--- config.mk ---
export PLATFORM = sky130hd
export DESIGN_NAME = maze_autosolver_flat
export DESIGN_NICKNAME = d
export VERILOG_FILES = /design/src/rtl/maze_autosolver_if.sv /design/src/rtl/maze_autosolver.sv /design/src/flat_wrapper.sv
export SDC_FILE = /design/constraint.sdc
export NUM_CORES = 1
export LEC_CHECK = 0
export CORE_ASPECT_RATIO = 0.9
export CORE_MARGIN = 2
export CORE_UTILIZATION = 50
export DETAILED_ROUTE_END_ITERATION = 12
export GPL_TIMING_DRIVEN = 1
export PLACE_DENSITY_LB_ADDON = 0.1
export SLEW_MARGIN = 0
export SYNTH_ARGS = -nofsm -noshare
export SYNTH_HDL_FRONTEND = slang
export SYNTH_SLANG_ARGS = --single-unit
--- constraint.sdc ---
create_clock -name clk -period 7.7 [get_ports clk]
set_clock_uncertainty 0.2 [all_clocks]
set_input_delay 1.155 -clock clk [delete_from_list [all_inputs] [get_ports clk]]
set_output_delay 1.155 -clock clk [all_outputs]
set_load 0.005 [all_outputs]
--- src/rtl/maze_autosolver_if.sv ---
// Solver-facing bundle: maze description and run control in, walker position and status out.
interface maze_autosolver_if #(
  parameter int MAZE_W  = 16,
  parameter int MAZE_H  = 16,
  parameter int COORD_W = 4,
  parameter int STEP_W  = 16
);
  logic                      start;
  logic [25:0]               slow_time;
  logic [MAZE_W*MAZE_H-1:0]  maze_data;
  logic [4:0]                maze_width;
  logic [4:0]                maze_height;
  logic [COORD_W-1:0]        start_x;
  logic [COORD_W-1:0]        start_y;
  logic [COORD_W-1:0]        finish_x;
  logic [COORD_W-1:0]        finish_y;
  logic [COORD_W-1:0]        curr_x;
  logic [COORD_W-1:0]        curr_y;
  logic [1:0]                heading;
  logic                      step_valid;
  logic [STEP_W-1:0]         step_count;
  logic                      busy;
  logic                      solved;
  logic                      failed;

  modport master (
    output start, slow_time, maze_data, maze_width, maze_height,
           start_x, start_y, finish_x, finish_y,
    input  curr_x, curr_y, heading, step_valid, step_count, busy, solved, failed
  );

  modport slave (
    input  start, slow_time, maze_data, maze_width, maze_height,
           start_x, start_y, finish_x, finish_y,
    output curr_x, curr_y, heading, step_valid, step_count, busy, solved, failed
  );
endinterface

--- src/rtl/maze_autosolver.sv ---
// Left-hand wall follower: walks the carved maze from start to finish, one cell per slow tick.
//
// state | meaning
// IDLE  | after reset, waiting for start
// RUN   | walking, one move per timer wrap
// DONE  | finish reached, position held
// FAIL  | start closed, walker boxed in, or step limit hit
module maze_autosolver #(
  parameter int MAZE_W    = 16,
  parameter int MAZE_H    = 16,
  parameter int COORD_W   = 4,
  parameter int STEP_W    = 16,
  parameter int MAX_STEPS = 1024
) (
  input  logic               clk,
  input  logic               reset,
  maze_autosolver_if.slave   bus
);

  localparam int IDX_W = $clog2(MAZE_W * MAZE_H);

  typedef enum logic [1:0] {IDLE, RUN, DONE, FAIL} state_t;

  state_t               state, state_next;
  logic [COORD_W-1:0]   curr_x, curr_y, x_next, y_next;
  logic [1:0]           heading, heading_next;
  logic [STEP_W-1:0]    step_count, step_next, step_inc;
  logic [25:0]          timer, timer_next, period_last;
  logic                 step_valid, step_valid_next;
  logic                 tick, start_open, at_limit;

  logic                 move_found;
  logic [1:0]           move_dir, cand_dir;
  logic [COORD_W-1:0]   mv_x, mv_y;
  int                   nx, ny;

  // Open means inside the active area and marked open in the bitmap.
  function automatic logic cell_open(input logic [MAZE_W*MAZE_H-1:0] bits,
                                     input logic [4:0] w, input logic [4:0] h,
                                     input int x, input int y);
    logic [IDX_W-1:0] idx;
    idx = IDX_W'(y * MAZE_W + x);
    return (x >= 0) && (y >= 0) && (x < MAZE_W) && (y < MAZE_H) &&
           (x < int'(w)) && (y < int'(h)) && bits[idx];
  endfunction

  assign period_last = (bus.slow_time == 26'd0) ? 26'd0 : bus.slow_time - 26'd1;
  assign tick        = (timer == period_last);
  assign start_open  = bus.maze_data[IDX_W'(int'(bus.start_y) * MAZE_W + int'(bus.start_x))];
  assign step_inc    = (&step_count) ? step_count : step_count + 1'b1;
  assign at_limit    = (64'(step_inc) == 64'(MAX_STEPS));

  // Candidates in priority order left, forward, right, back: offsets 3,0,1,2 mod 4.
  always_comb begin
    move_found = 1'b0;
    move_dir   = heading;
    mv_x       = curr_x;
    mv_y       = curr_y;
    cand_dir   = heading;
    nx         = 0;
    ny         = 0;
    for (int k = 0; k < 4; k++) begin
      cand_dir = heading + 2'(k + 3);
      nx = int'(curr_x) + ((cand_dir == 2'd1) ? 1 : (cand_dir == 2'd3) ? -1 : 0);
      ny = int'(curr_y) + ((cand_dir == 2'd2) ? 1 : (cand_dir == 2'd0) ? -1 : 0);
      if (!move_found && cell_open(bus.maze_data, bus.maze_width, bus.maze_height, nx, ny)) begin
        move_found = 1'b1;
        move_dir   = cand_dir;
        mv_x       = COORD_W'(nx);
        mv_y       = COORD_W'(ny);
      end
    end
  end

  always_ff @(posedge clk or posedge reset) begin
    if (reset) begin
      state      <= IDLE;
      curr_x     <= '0;
      curr_y     <= '0;
      heading    <= 2'd1;
      step_count <= '0;
      timer      <= '0;
      step_valid <= 1'b0;
    end else begin
      state      <= state_next;
      curr_x     <= x_next;
      curr_y     <= y_next;
      heading    <= heading_next;
      step_count <= step_next;
      timer      <= timer_next;
      step_valid <= step_valid_next;
    end
  end

  always_comb begin
    state_next      = state;
    x_next          = curr_x;
    y_next          = curr_y;
    heading_next    = heading;
    step_next       = step_count;
    timer_next      = timer;
    step_valid_next = 1'b0;
    case (state)
      RUN: begin
        if (tick) begin
          timer_next = '0;
          if (!move_found) begin
            state_next = FAIL;
          end else begin
            x_next          = mv_x;
            y_next          = mv_y;
            heading_next    = move_dir;
            step_next       = step_inc;
            step_valid_next = 1'b1;
            // Arriving at the finish wins over hitting the step limit.
            if (mv_x == bus.finish_x && mv_y == bus.finish_y)
              state_next = DONE;
            else if (at_limit)
              state_next = FAIL;
          end
        end else begin
          timer_next = timer + 26'd1;
        end
      end
      default: begin
        if (bus.start) begin
          x_next       = bus.start_x;
          y_next       = bus.start_y;
          heading_next = 2'd1;
          step_next    = '0;
          timer_next   = '0;
          if (!start_open)
            state_next = FAIL;
          else if (bus.start_x == bus.finish_x && bus.start_y == bus.finish_y)
            state_next = DONE;
          else
            state_next = RUN;
        end
      end
    endcase
  end

  always_comb begin
    bus.curr_x     = curr_x;
    bus.curr_y     = curr_y;
    bus.heading    = heading;
    bus.step_count = step_count;
    bus.step_valid = step_valid;
    bus.busy       = (state == RUN);
    bus.solved     = (state == DONE);
    bus.failed     = (state == FAIL);
  end

endmodule
--- src/flat_wrapper.sv ---
// flat-port wrapper written by rule: the top's interface ports become plain ports
module maze_autosolver_flat 
#(
  parameter int MAZE_W    = 16,
  parameter int MAZE_H    = 16,
  parameter int COORD_W   = 4,
  parameter int STEP_W    = 16,
  parameter int MAX_STEPS = 1024
)
  (clk, reset, bus_start, bus_slow_time, bus_maze_data, bus_maze_width, bus_maze_height, bus_start_x, bus_start_y, bus_finish_x, bus_finish_y, bus_curr_x, bus_curr_y, bus_heading, bus_step_valid, bus_step_count, bus_busy, bus_solved, bus_failed);
  maze_autosolver_if #(.MAZE_W(MAZE_W), .MAZE_H(MAZE_H), .COORD_W(COORD_W), .STEP_W(STEP_W)) bus_i ();
  input  logic clk;
  input  logic reset;
  input wire logic [$bits(bus_i.start)-1:0] bus_start;
  input wire logic [$bits(bus_i.slow_time)-1:0] bus_slow_time;
  input wire logic [$bits(bus_i.maze_data)-1:0] bus_maze_data;
  input wire logic [$bits(bus_i.maze_width)-1:0] bus_maze_width;
  input wire logic [$bits(bus_i.maze_height)-1:0] bus_maze_height;
  input wire logic [$bits(bus_i.start_x)-1:0] bus_start_x;
  input wire logic [$bits(bus_i.start_y)-1:0] bus_start_y;
  input wire logic [$bits(bus_i.finish_x)-1:0] bus_finish_x;
  input wire logic [$bits(bus_i.finish_y)-1:0] bus_finish_y;
  output wire logic [$bits(bus_i.curr_x)-1:0] bus_curr_x;
  output wire logic [$bits(bus_i.curr_y)-1:0] bus_curr_y;
  output wire logic [$bits(bus_i.heading)-1:0] bus_heading;
  output wire logic [$bits(bus_i.step_valid)-1:0] bus_step_valid;
  output wire logic [$bits(bus_i.step_count)-1:0] bus_step_count;
  output wire logic [$bits(bus_i.busy)-1:0] bus_busy;
  output wire logic [$bits(bus_i.solved)-1:0] bus_solved;
  output wire logic [$bits(bus_i.failed)-1:0] bus_failed;
  assign bus_i.start = bus_start;
  assign bus_i.slow_time = bus_slow_time;
  assign bus_i.maze_data = bus_maze_data;
  assign bus_i.maze_width = bus_maze_width;
  assign bus_i.maze_height = bus_maze_height;
  assign bus_i.start_x = bus_start_x;
  assign bus_i.start_y = bus_start_y;
  assign bus_i.finish_x = bus_finish_x;
  assign bus_i.finish_y = bus_finish_y;
  assign bus_curr_x = bus_i.curr_x;
  assign bus_curr_y = bus_i.curr_y;
  assign bus_heading = bus_i.heading;
  assign bus_step_valid = bus_i.step_valid;
  assign bus_step_count = bus_i.step_count;
  assign bus_busy = bus_i.busy;
  assign bus_solved = bus_i.solved;
  assign bus_failed = bus_i.failed;
  maze_autosolver #(.MAZE_W(MAZE_W), .MAZE_H(MAZE_H), .COORD_W(COORD_W), .STEP_W(STEP_W), .MAX_STEPS(MAX_STEPS)) u_core (.clk(clk), .reset(reset), .bus(bus_i));
endmodule
==> results of run 1 <==
## placed cells by master (no fill, tap or decap), types with 15 or more instances in the layout
cell	count
sky130_fd_sc_hd__or3_1	15
sky130_fd_sc_hd__nand2_1	150
sky130_fd_sc_hd__dfrtp_1	54
sky130_fd_sc_hd__o21ai_0	162
sky130_fd_sc_hd__mux2_2	38
sky130_fd_sc_hd__nor4b_1	20
sky130_fd_sc_hd__nor3_1	41
sky130_fd_sc_hd__a21oi_1	92
sky130_fd_sc_hd__xor2_1	45
sky130_fd_sc_hd__buf_4	93
sky130_fd_sc_hd__nor2b_1	17
sky130_fd_sc_hd__o211ai_1	34
sky130_fd_sc_hd__inv_1	71
sky130_fd_sc_hd__nand4_1	23
sky130_fd_sc_hd__mux4_2	306
sky130_fd_sc_hd__mux2i_1	121
sky130_fd_sc_hd__a211oi_1	26
sky130_fd_sc_hd__a31oi_1	19
sky130_fd_sc_hd__clkdlybuf4s50_1	338
sky130_fd_sc_hd__xnor2_1	51
sky130_fd_sc_hd__and3_1	51
sky130_fd_sc_hd__nand2b_1	16
sky130_fd_sc_hd__nor4_1	33
sky130_fd_sc_hd__nor2_1	119
sky130_fd_sc_hd__a21o_1	34
sky130_fd_sc_hd__nand3_1	84
sky130_fd_sc_hd__ha_1	132
## stage by stage
step                      area, µm²  setup slack [ns]  hold slack, ns  power [mW]
final                         24800             0.398           0.346        11.8
after global routing          24800            0.0927           0.383        12.2
after CTS                     24800             0.549           0.353        11.4
after detailed placement      24600             0.564           0.336        11.1
after global placement        24600             0.709           0.325        11.0
after floorplan               20700              1.56           0.287        7.55
## state kept, by name, summed over array words and instances, names as in the netlist
register,cells
u_core.timer,26
u_core.bus.step_count,16
u_core.bus.curr_x,4
u_core.bus.curr_y,4
u_core.bus.heading,2
u_core.state,2
u_core.bus.step_valid,1
## area by class of cell
cell class	count	area share (%)
Timing Repair Buffer	434	16.6
Clock buffer	6	0.520
Multi-Input combinational cell	1874	73.2
Clock inverter	2	0.156
Inverter	78	1.18
Sequential cell	55	5.56
Antenna cell	1	0.0101
Tap cell	540	2.73
## power breakdown
group | switching [mW] | total [mW] | leakage, nW | internal, mW
clock network | 0.108 | 0.263 | 0.0815 | 0.155
registers | 0.0850 | 0.406 | 0.744 | 0.321
logic | 6.57 | 11.1 | 8.62 | 4.55
total | 6.76 | 11.8 | 9.45 | 5.03
## timing repair
| action | CTS | global route |
|---|---|---|
| endpoints found under the setup margin | 0 | 1 |
| gates resized for setup | 0 | 1 |
| buffers inserted | 0 | 0 |
## worst max-delay path, stage by stage (launching register included)
cell and delay (ns):
sky130_fd_sc_hd__dfstp_2 0.65, sky130_fd_sc_hd__inv_1 0.21, sky130_fd_sc_hd__ha_1 0.28, sky130_fd_sc_hd__buf_4 0.21, sky130_fd_sc_hd__inv_1 0.17, sky130_fd_sc_hd__a31oi_1 0.11, sky130_fd_sc_hd__o22a_1 0.22, sky130_fd_sc_hd__ha_1 0.34
sky130_fd_sc_hd__inv_1 0.08, sky130_fd_sc_hd__ha_1 0.23, sky130_fd_sc_hd__fa_1 0.38, sky130_fd_sc_hd__xor2_1 0.84, sky130_fd_sc_hd__a2111oi_0 0.31, sky130_fd_sc_hd__o41ai_2 0.67, sky130_fd_sc_hd__or4b_1 0.82, sky130_fd_sc_hd__nand3_1 0.23
sky130_fd_sc_hd__o221ai_1 0.21, sky130_fd_sc_hd__o21ai_0 0.26, sky130_fd_sc_hd__nor4bb_1 0.26, sky130_fd_sc_hd__o21ai_1 0.14, sky130_fd_sc_hd__o31ai_1 0.26, sky130_fd_sc_hd__a22o_1 0.16
## routing by layer
metal	GRT usage [%]	wire, µm	vias to the layer above
li1	-	-	9317
met1	55.2	34300	10700
met2	61.2	38800	1599
met3	7.25	9860	293
met4	15.9	4210	0
met5	0	0	-
## cells in the mapped netlist (7+ instances only)
| library cell | number | share of area (%) |
|---|---|---|
| sky130_fd_sc_hd__nand4b_1 | 10 | 0.42 |
| sky130_fd_sc_hd__buf_6 | 15 | 0.82 |
| sky130_fd_sc_hd__nand3b_1 | 9 | 0.33 |
| sky130_fd_sc_hd__o211ai_1 | 34 | 1.2 |
| sky130_fd_sc_hd__a31oi_1 | 19 | 0.58 |
| sky130_fd_sc_hd__xnor2_1 | 52 | 2.2 |
| sky130_fd_sc_hd__a21oi_1 | 93 | 2.3 |
| sky130_fd_sc_hd__or4_1 | 11 | 0.40 |
| sky130_fd_sc_hd__buf_2 | 30 | 0.73 |
| sky130_fd_sc_hd__a211oi_1 | 27 | 0.98 |
| sky130_fd_sc_hd__buf_4 | 20 | 0.73 |
| sky130_fd_sc_hd__ha_1 | 136 | 8.2 |
| sky130_fd_sc_hd__nand3_1 | 84 | 2.0 |
| sky130_fd_sc_hd__and3_1 | 51 | 1.5 |
| sky130_fd_sc_hd__inv_1 | 73 | 1.3 |
| sky130_fd_sc_hd__nor2b_1 | 17 | 0.51 |
| sky130_fd_sc_hd__nor4b_1 | 20 | 0.85 |
| sky130_fd_sc_hd__a21o_1 | 34 | 1.2 |
| sky130_fd_sc_hd__nand2_1 | 150 | 2.7 |
| sky130_fd_sc_hd__xor2_1 | 45 | 1.9 |
| sky130_fd_sc_hd__fa_1 | 7 | 0.68 |
| sky130_fd_sc_hd__mux4_2 | 306 | 33 |
| sky130_fd_sc_hd__buf_1 | 18 | 0.33 |
| sky130_fd_sc_hd__nand4_1 | 23 | 0.70 |
| sky130_fd_sc_hd__nor4_1 | 33 | 1.0 |
| sky130_fd_sc_hd__mux2_2 | 38 | 2.1 |
| sky130_fd_sc_hd__mux2i_1 | 121 | 5.9 |
| sky130_fd_sc_hd__nor3b_1 | 7 | 0.25 |
| sky130_fd_sc_hd__a211o_1 | 10 | 0.42 |
| sky130_fd_sc_hd__o22ai_1 | 12 | 0.36 |
| sky130_fd_sc_hd__a22oi_1 | 12 | 0.44 |
| sky130_fd_sc_hd__o21ai_0 | 162 | 3.9 |
| sky130_fd_sc_hd__nor3_1 | 42 | 1.0 |
| sky130_fd_sc_hd__clkbuf_1 | 93 | 1.7 |
| sky130_fd_sc_hd__and2_1 | 13 | 0.39 |
| sky130_fd_sc_hd__dfrtp_1 | 54 | 6.5 |
| sky130_fd_sc_hd__nor2_1 | 119 | 2.2 |
| sky130_fd_sc_hd__o31ai_1 | 11 | 0.40 |
| sky130_fd_sc_hd__o311ai_0 | 7 | 0.30 |
| sky130_fd_sc_hd__nand2b_1 | 16 | 0.48 |
| sky130_fd_sc_hd__or3_1 | 15 | 0.45 |
## cell families after synthesis
kind of cell	after synthesis	share of synthesized area, %
DFF	55	6.67
AOI/OAI and AO/OA	521	16.6
adders and majority gates	143	8.92
buffers and inverters	256	5.76
xor gates and xnor gates	100	4.38
and+or+nand+nor	642	16.2
muxes	468	41.5
## how the worst min path moves through the flow
stage,endpoint,cells after the start
finish,u_core.state[0],2
global route,u_core.state[0],2
CTS,u_core.state[1],1
detailed placement,u_core.state[1],1
global placement,u_core.state[0],2
floorplan,u_core.timer[14],1
==> metrics.log, run 1 <==
[metrics] FF/Latch Area: 1380 µm²
[metrics] end point of the critical path: u_core.state[1]
[metrics] number of max-cap violations: 0
[metrics] startpoint of the most critical register-to-register path: u_core.bus.heading[0]
[metrics] Post-DRT Antenna Nets: 0
[metrics] DP Wirelength: just under 70,000 µm
[metrics] antenna violations before repair: 0
[metrics] clock tree from TritonCTS: built
[metrics] kind of end point of the critical path: register
[metrics] final wirelength: between 80,000 and 90,000 µm
[metrics] Sink Count: 55
[metrics] number of global-route vias before repair: about 21,000
[metrics] utilization of the core after routing: slightly above 60%
[metrics] largest net degree at the start of global routing: 57
[metrics] worst slew pin tran: around 1.1 ns
[metrics] number of I/O port buffers: 340
[metrics] register clock-pin slew on the reported worst setup and hold paths: about 0.070 ns
[metrics] number of H-tree levels: 2
[metrics] post-synthesis average cell area: approximately 9.5 µm²
[metrics] number of failing setup endpoints in the final timing report: 0
[metrics] number of cells in the design after placement: a little under 3,000
[metrics] syn_nets: approximately 2,600
[metrics] floorplan die area: between 40,000 and 50,000 µm²
[metrics] count of yosys warnings during synthesis: 0
[metrics] fin crit period: between 7 and 8 ns
[metrics] depth of the worst register-to-register path: 21
[metrics] count of nets after finishing: about 2,900
[metrics] growth of design area from synthesis to finish: 20.0%
[metrics] Top-Level Pins: about 340
[metrics] multi-input gate area in the final layout: ~18,000 µm²
[metrics] number of flops mapped to enable cells by yosys: 0
[metrics] data required time at the worst endpoint: about 7.7 ns
[metrics] drt wl/cell: ~29 µm
[metrics] DR DRC count: 0
[metrics] source of the critical timing path: u_core.bus.heading[0]
[metrics] final slew viol count: 0
[metrics] unrepaired setup endpoints after global routing: no
[metrics] worst relative slew slack: roughly 25%
[metrics] router iterations before antenna repair: 6
[metrics] Max Root-Sink Buffers: 2
[metrics] share of flip-flops with an asynchronous set or reset after synthesis: 100%
[metrics] leakage power figure: roughly 9.4 nW
[metrics] status: finished clean
[metrics] Initial Utilization: 50.7%
[metrics] number of hold buffers added after CTS: 0
[metrics] period utilization: a little over nine tenths
[metrics] WS Path Type: register to register
[metrics] Yosys reg bits: 55
[metrics] gr usage total: a little under 40%
[metrics] clock latency on the worst-skew pair: just under 0.3 ns
[metrics] ratio of total power to cell area: roughly 480 nW/µm²
[metrics] initial detailed-routing violation count: approximately 3,100
[metrics] Final Hold Fails: 0
[metrics] worst reg2reg endpoint: u_core.state[1]
[metrics] TNS Setup: 0 ns
[metrics] die width: 218 µm
[metrics] cell area after synthesis: 20,700 µm²
[metrics] filler cell count in the final layout: between 3,000 and 4,000
[metrics] global-route wire length before repair: between 100,000 and 150,000 µm
[metrics] routed via count: between 20,000 and 25,000
[metrics] Synth cell types: 94
[metrics] hold path start: u_core.state[0]
[metrics] Die Ht: 197 µm
[metrics] worst ir drop on vdd: 0.456 mV
[metrics] Highest Clock Rate: 137 MHz
[metrics] flop2flop setup slack: 0.40 ns
[metrics] Non-Filler Instances: between 2,000 and 3,000
[metrics] post-synthesis sequential area ratio: around 6.7%
[metrics] Synth Flop Type: sky130_fd_sc_hd__dfrtp_1
[metrics] total CTS buffers: 5
[metrics] placement row count: 70
[metrics] critical path data arrival time: 7.34 ns
[metrics] share of post-route cells with drive strength above 1: between 10% and 20%
[metrics] via-per-instance ratio: about 7.3
[metrics] startpoint class of the critical path: register
[metrics] gate count after technology mapping: 2,185
[metrics] largest fanout on the critical path: 18
[metrics] core region area: between 40,000 and 50,000 µm²
[metrics] weighted congestion at the end of routability-driven global placement: between 1 and 1.5
[metrics] residual overflow from global routing: 0
[metrics] Min-Delay Path Class: register to register
[metrics] buffer cell driving the clock tree root: sky130_fd_sc_hd__clkbuf_16
Power figures use the tool's default switching activity.
==> run 2, diff against run 1 <==
- CAP_MARGIN: default -> 20
- SLEW_MARGIN: 0 -> default
- clock period: 7.7 -> 5.9 ns (I/O delays scaled with it)
==> run 2 against run 1 <==
Sequential power rose by 24%. Worst setup slack got worse by 0.38 ns. Register-to-register slack got worse by 0.38 ns. Global-route usage rose by 1.4 points. Wire length rose by 2.9%. Maximum frequency rose by 24%. Clock power rose by 35%. Count of clock-buffer cells in the layout did not move. Total power rose by 49%. Critical path type unchanged.
==> metrics.log, run 2 (synthesis gave the netlist of run 1 again) <==
[metrics] status: finished clean
[metrics] placement row count: 70
[metrics] Largest stage delay, worst path: 0.70 ns
[metrics] number of global-route vias before repair: between 20,000 and 25,000
[metrics] data required time at the worst endpoint: 5.90 ns
[metrics] buffer cell driving the clock tree root: sky130_fd_sc_hd__clkbuf_16
[metrics] weighted congestion at the end of routability-driven global placement: approximately 1.1
[metrics] largest fanout on the critical path: 5
[metrics] WS Path Type: register to register
[metrics] share of post-route cells with drive strength above 1: ~29%
[metrics] worst relative slew slack: roughly 35%
[metrics] number of H-tree levels: 2
[metrics] number of hold buffers added after CTS: 0
[metrics] Initial Utilization: between 50% and 60%
[metrics] final wirelength: between 80,000 and 90,000 µm
[metrics] DP Wirelength: roughly 72,000 µm
[metrics] Post-Place Worst Slack: -0.212 ns
[metrics] Non-Filler Instances: around 3,200
[metrics] gr usage total: around two fifths
[metrics] Die Ht: 197 µm
[metrics] count of nets after finishing: roughly 3,100
[metrics] global-route wire length before repair: approximately 130,000 µm
[metrics] Top-Level Pins: between 300 and 400
[metrics] DR DRC count: 0
[metrics] worst slew pin tran: a little under 1 ns
[metrics] Final Hold Fails: 0
[metrics] number of diodes added for antenna fixing: 0
[metrics] number of cells on the worst hold path: 1
[metrics] Max Root-Sink Buffers: 2
[metrics] total chip power: around 18 mW
[metrics] number of failing setup endpoints in the final timing report: 0
[metrics] via-per-instance ratio: approximately 7.2
[metrics] worst ir drop on vdd: approximately 0.47 mV
[metrics] startpoint of the most critical register-to-register path: u_core.bus.heading[0]
[metrics] startpoint class of the critical path: register
[metrics] utilization of the core after routing: approximately two thirds
[metrics] ratio of total power to cell area: 650 nW/µm²
[metrics] die width: between 200 and 250 µm
[metrics] drt wl/cell: between 20 and 30 µm
[metrics] filler cell count in the final layout: between 3,000 and 4,000
[metrics] final slew viol count: 0
[metrics] residual overflow from global routing: 0
[metrics] highest-count cells in the layout ignoring fill and taps: 337 x sky130_fd_sc_hd__clkdlybuf4s50_1, 306 x sky130_fd_sc_hd__mux4_2, 267 x sky130_fd_sc_hd__buf_4, 161 x sky130_fd_sc_hd__o21ai_0, 150 x sky130_fd_sc_hd__nand2_1
[metrics] number of cells in the design after placement: roughly 3,200
[metrics] hold path start: u_core.state[1]
[metrics] depth of the worst register-to-register path: 24
[metrics] number of I/O port buffers: between 300 and 400
[metrics] kind of end point of the critical path: register
[metrics] Post-DRT Antenna Nets: 0
[metrics] core region area: between 40,000 and 50,000 µm²
[metrics] growth of design area from synthesis to finish: 30.7%
[metrics] clock tree from TritonCTS: built
[metrics] register clock-pin slew on the reported worst setup and hold paths: roughly 0.07 ns
[metrics] Fin Hold WS: 0.348 ns
[metrics] period utilization: about 100%
[metrics] router iterations before antenna repair: 6
[metrics] count of buffer and inverter cells on the critical path: 4
[metrics] crit path setup slack, layout: roughly 0.014 ns
[metrics] critical path cell sequence: buf_6 > ha_4 > buf_4 > xor2_1 > ha_2 > a22oi_1 > o22a_1 > ha_1 > inv_1 > ha_1 > nor4_2 > nand4_1 > nor4b_4 > nand4_1 > or4b_2 > or3b_4 > buf_4 > nand4b_1 > o22ai_1 > or3_1 > nor4bb_2 > o21ai_1 > o31ai_2 > a22o_1
[metrics] flop2flop setup slack: roughly 0.014 ns
[metrics] antenna violations before repair: 2
[metrics] initial detailed-routing violation count: ~3,000
[metrics] Highest Clock Rate: 170 MHz
[metrics] Largest regs: u_core.timer: 26 flops, u_core.bus.step_count: 16 flops
[metrics] standard cell area after detailed placement: 26,200 µm²
[metrics] clock latency on the worst-skew pair: between 0.3 and 0.4 ns
[metrics] critical path data arrival time: about 6 ns
[metrics] Critical-path top delay cell: sky130_fd_sc_hd__or4b_2
[metrics] register bank with the most flops: u_core.timer
[metrics] routed via count: 22,900
[metrics] fin crit period: 5.89 ns
[metrics] most common cell after layout, fill and taps aside: sky130_fd_sc_hd__clkdlybuf4s50_1
[metrics] cell type group with the largest total delay on the critical path: simple AND/OR/NAND/NOR gates
[metrics] worst reg2reg endpoint: u_core.state[1]
[metrics] unrepaired setup endpoints after global routing: yes
[metrics] Sink Count: 55
[metrics] TNS Setup: 0 ns
[metrics] leakage power figure: 10.6 nW
[metrics] summed area of non-filler cells in the final layout: between 20,000 and 30,000 µm²
[metrics] number of max-cap violations: 0
[metrics] total CTS buffers: 5
[metrics] capture endpoint of the worst hold path: u_core.state[1]
[metrics] max FFs per register: 26
[metrics] floorplan die area: about 43,000 µm²
[metrics] Min-Delay Path Class: register to register
[metrics] largest net degree at the start of global routing: 56
-- run 2: cell count changes in the layout (fill, tap and decap cells not counted), moves of 7 or more --
cell / delta
sky130_fd_sc_hd__buf_12: +17
sky130_fd_sc_hd__buf_4: +174
sky130_fd_sc_hd__buf_6: +7
sky130_fd_sc_hd__ha_1: -13
sky130_fd_sc_hd__ha_4: +7
sky130_fd_sc_hd__nor4_1: -8
-- run 2: final cells by class --
class                           count  area [µm²]  area share (%)
Clock buffer                        6         129           0.477
Clock inverter                      2        38.8           0.144
Inverter                           78         293            1.08
Multi-Input combinational cell   1874       18600            68.9
Sequential cell                    55        1380            5.10
Tap cell                          540         676            2.50
Timing Repair Buffer              633        5870            21.7
-- run 2: per-layer routing --
metal	GRT usage, %	vias to the layer above	wire length (µm)
li1	-	9713	-
met2	63.1	1636	40000
met1	55.4	11200	34500
met3	8.50	344	10100
met4	19.6	4	5050
met5	0	-	32
-- run 2: what timing repair did --
action,4_1_cts,5_1_grt
pin swaps,6,40
buffers inserted,2,16
gates cloned,0,1
gates resized for setup,17,79
setup endpoints to repair,23,28
-- run 2: where the power goes --
group	switching, mW	internal (mW)
registers	0.0851	0.420
clock network	0.154	0.203
logic	9.19	7.49
total	9.43	8.11
-- run 2: worst max-delay path by stage --
| stage | end | start | cells after the start |
|---|---|---|---|
| after floorplan | u_core.state[0] | u_core.bus.heading[1] | 23 |
| after global placement | u_core.state[0] | u_core.bus.heading[0] | 23 |
| after detailed placement | u_core.state[1] | u_core.bus.heading[0] | 23 |
| after CTS | u_core.bus.step_count[5] | u_core.bus.heading[0] | 28 |
| after global routing | u_core.state[1] | u_core.bus.heading[0] | 24 |
| final | u_core.state[1] | u_core.bus.heading[0] | 24 |
-- run 2: worst reg2reg max path, cell delays in order, from the launching register on --
cell,delay (ns)
sky130_fd_sc_hd__dfstp_2,0.57
sky130_fd_sc_hd__buf_6,0.13
sky130_fd_sc_hd__ha_4,0.16
sky130_fd_sc_hd__buf_4,0.12
sky130_fd_sc_hd__xor2_1,0.16
sky130_fd_sc_hd__ha_2,0.23
sky130_fd_sc_hd__a22oi_1,0.07
sky130_fd_sc_hd__o22a_1,0.25
sky130_fd_sc_hd__ha_1,0.28
sky130_fd_sc_hd__inv_1,0.05
sky130_fd_sc_hd__ha_1,0.21
sky130_fd_sc_hd__nor4_2,0.19
sky130_fd_sc_hd__nand4_1,0.19
sky130_fd_sc_hd__nor4b_4,0.28
sky130_fd_sc_hd__nand4_1,0.20
sky130_fd_sc_hd__or4b_2,0.71
sky130_fd_sc_hd__or3b_4,0.48
sky130_fd_sc_hd__buf_4,0.18
sky130_fd_sc_hd__nand4b_1,0.10
sky130_fd_sc_hd__o22ai_1,0.10
sky130_fd_sc_hd__or3_1,0.33
sky130_fd_sc_hd__nor4bb_2,0.18
sky130_fd_sc_hd__o21ai_1,0.14
sky130_fd_sc_hd__o31ai_2,0.11
sky130_fd_sc_hd__a22o_1,0.19
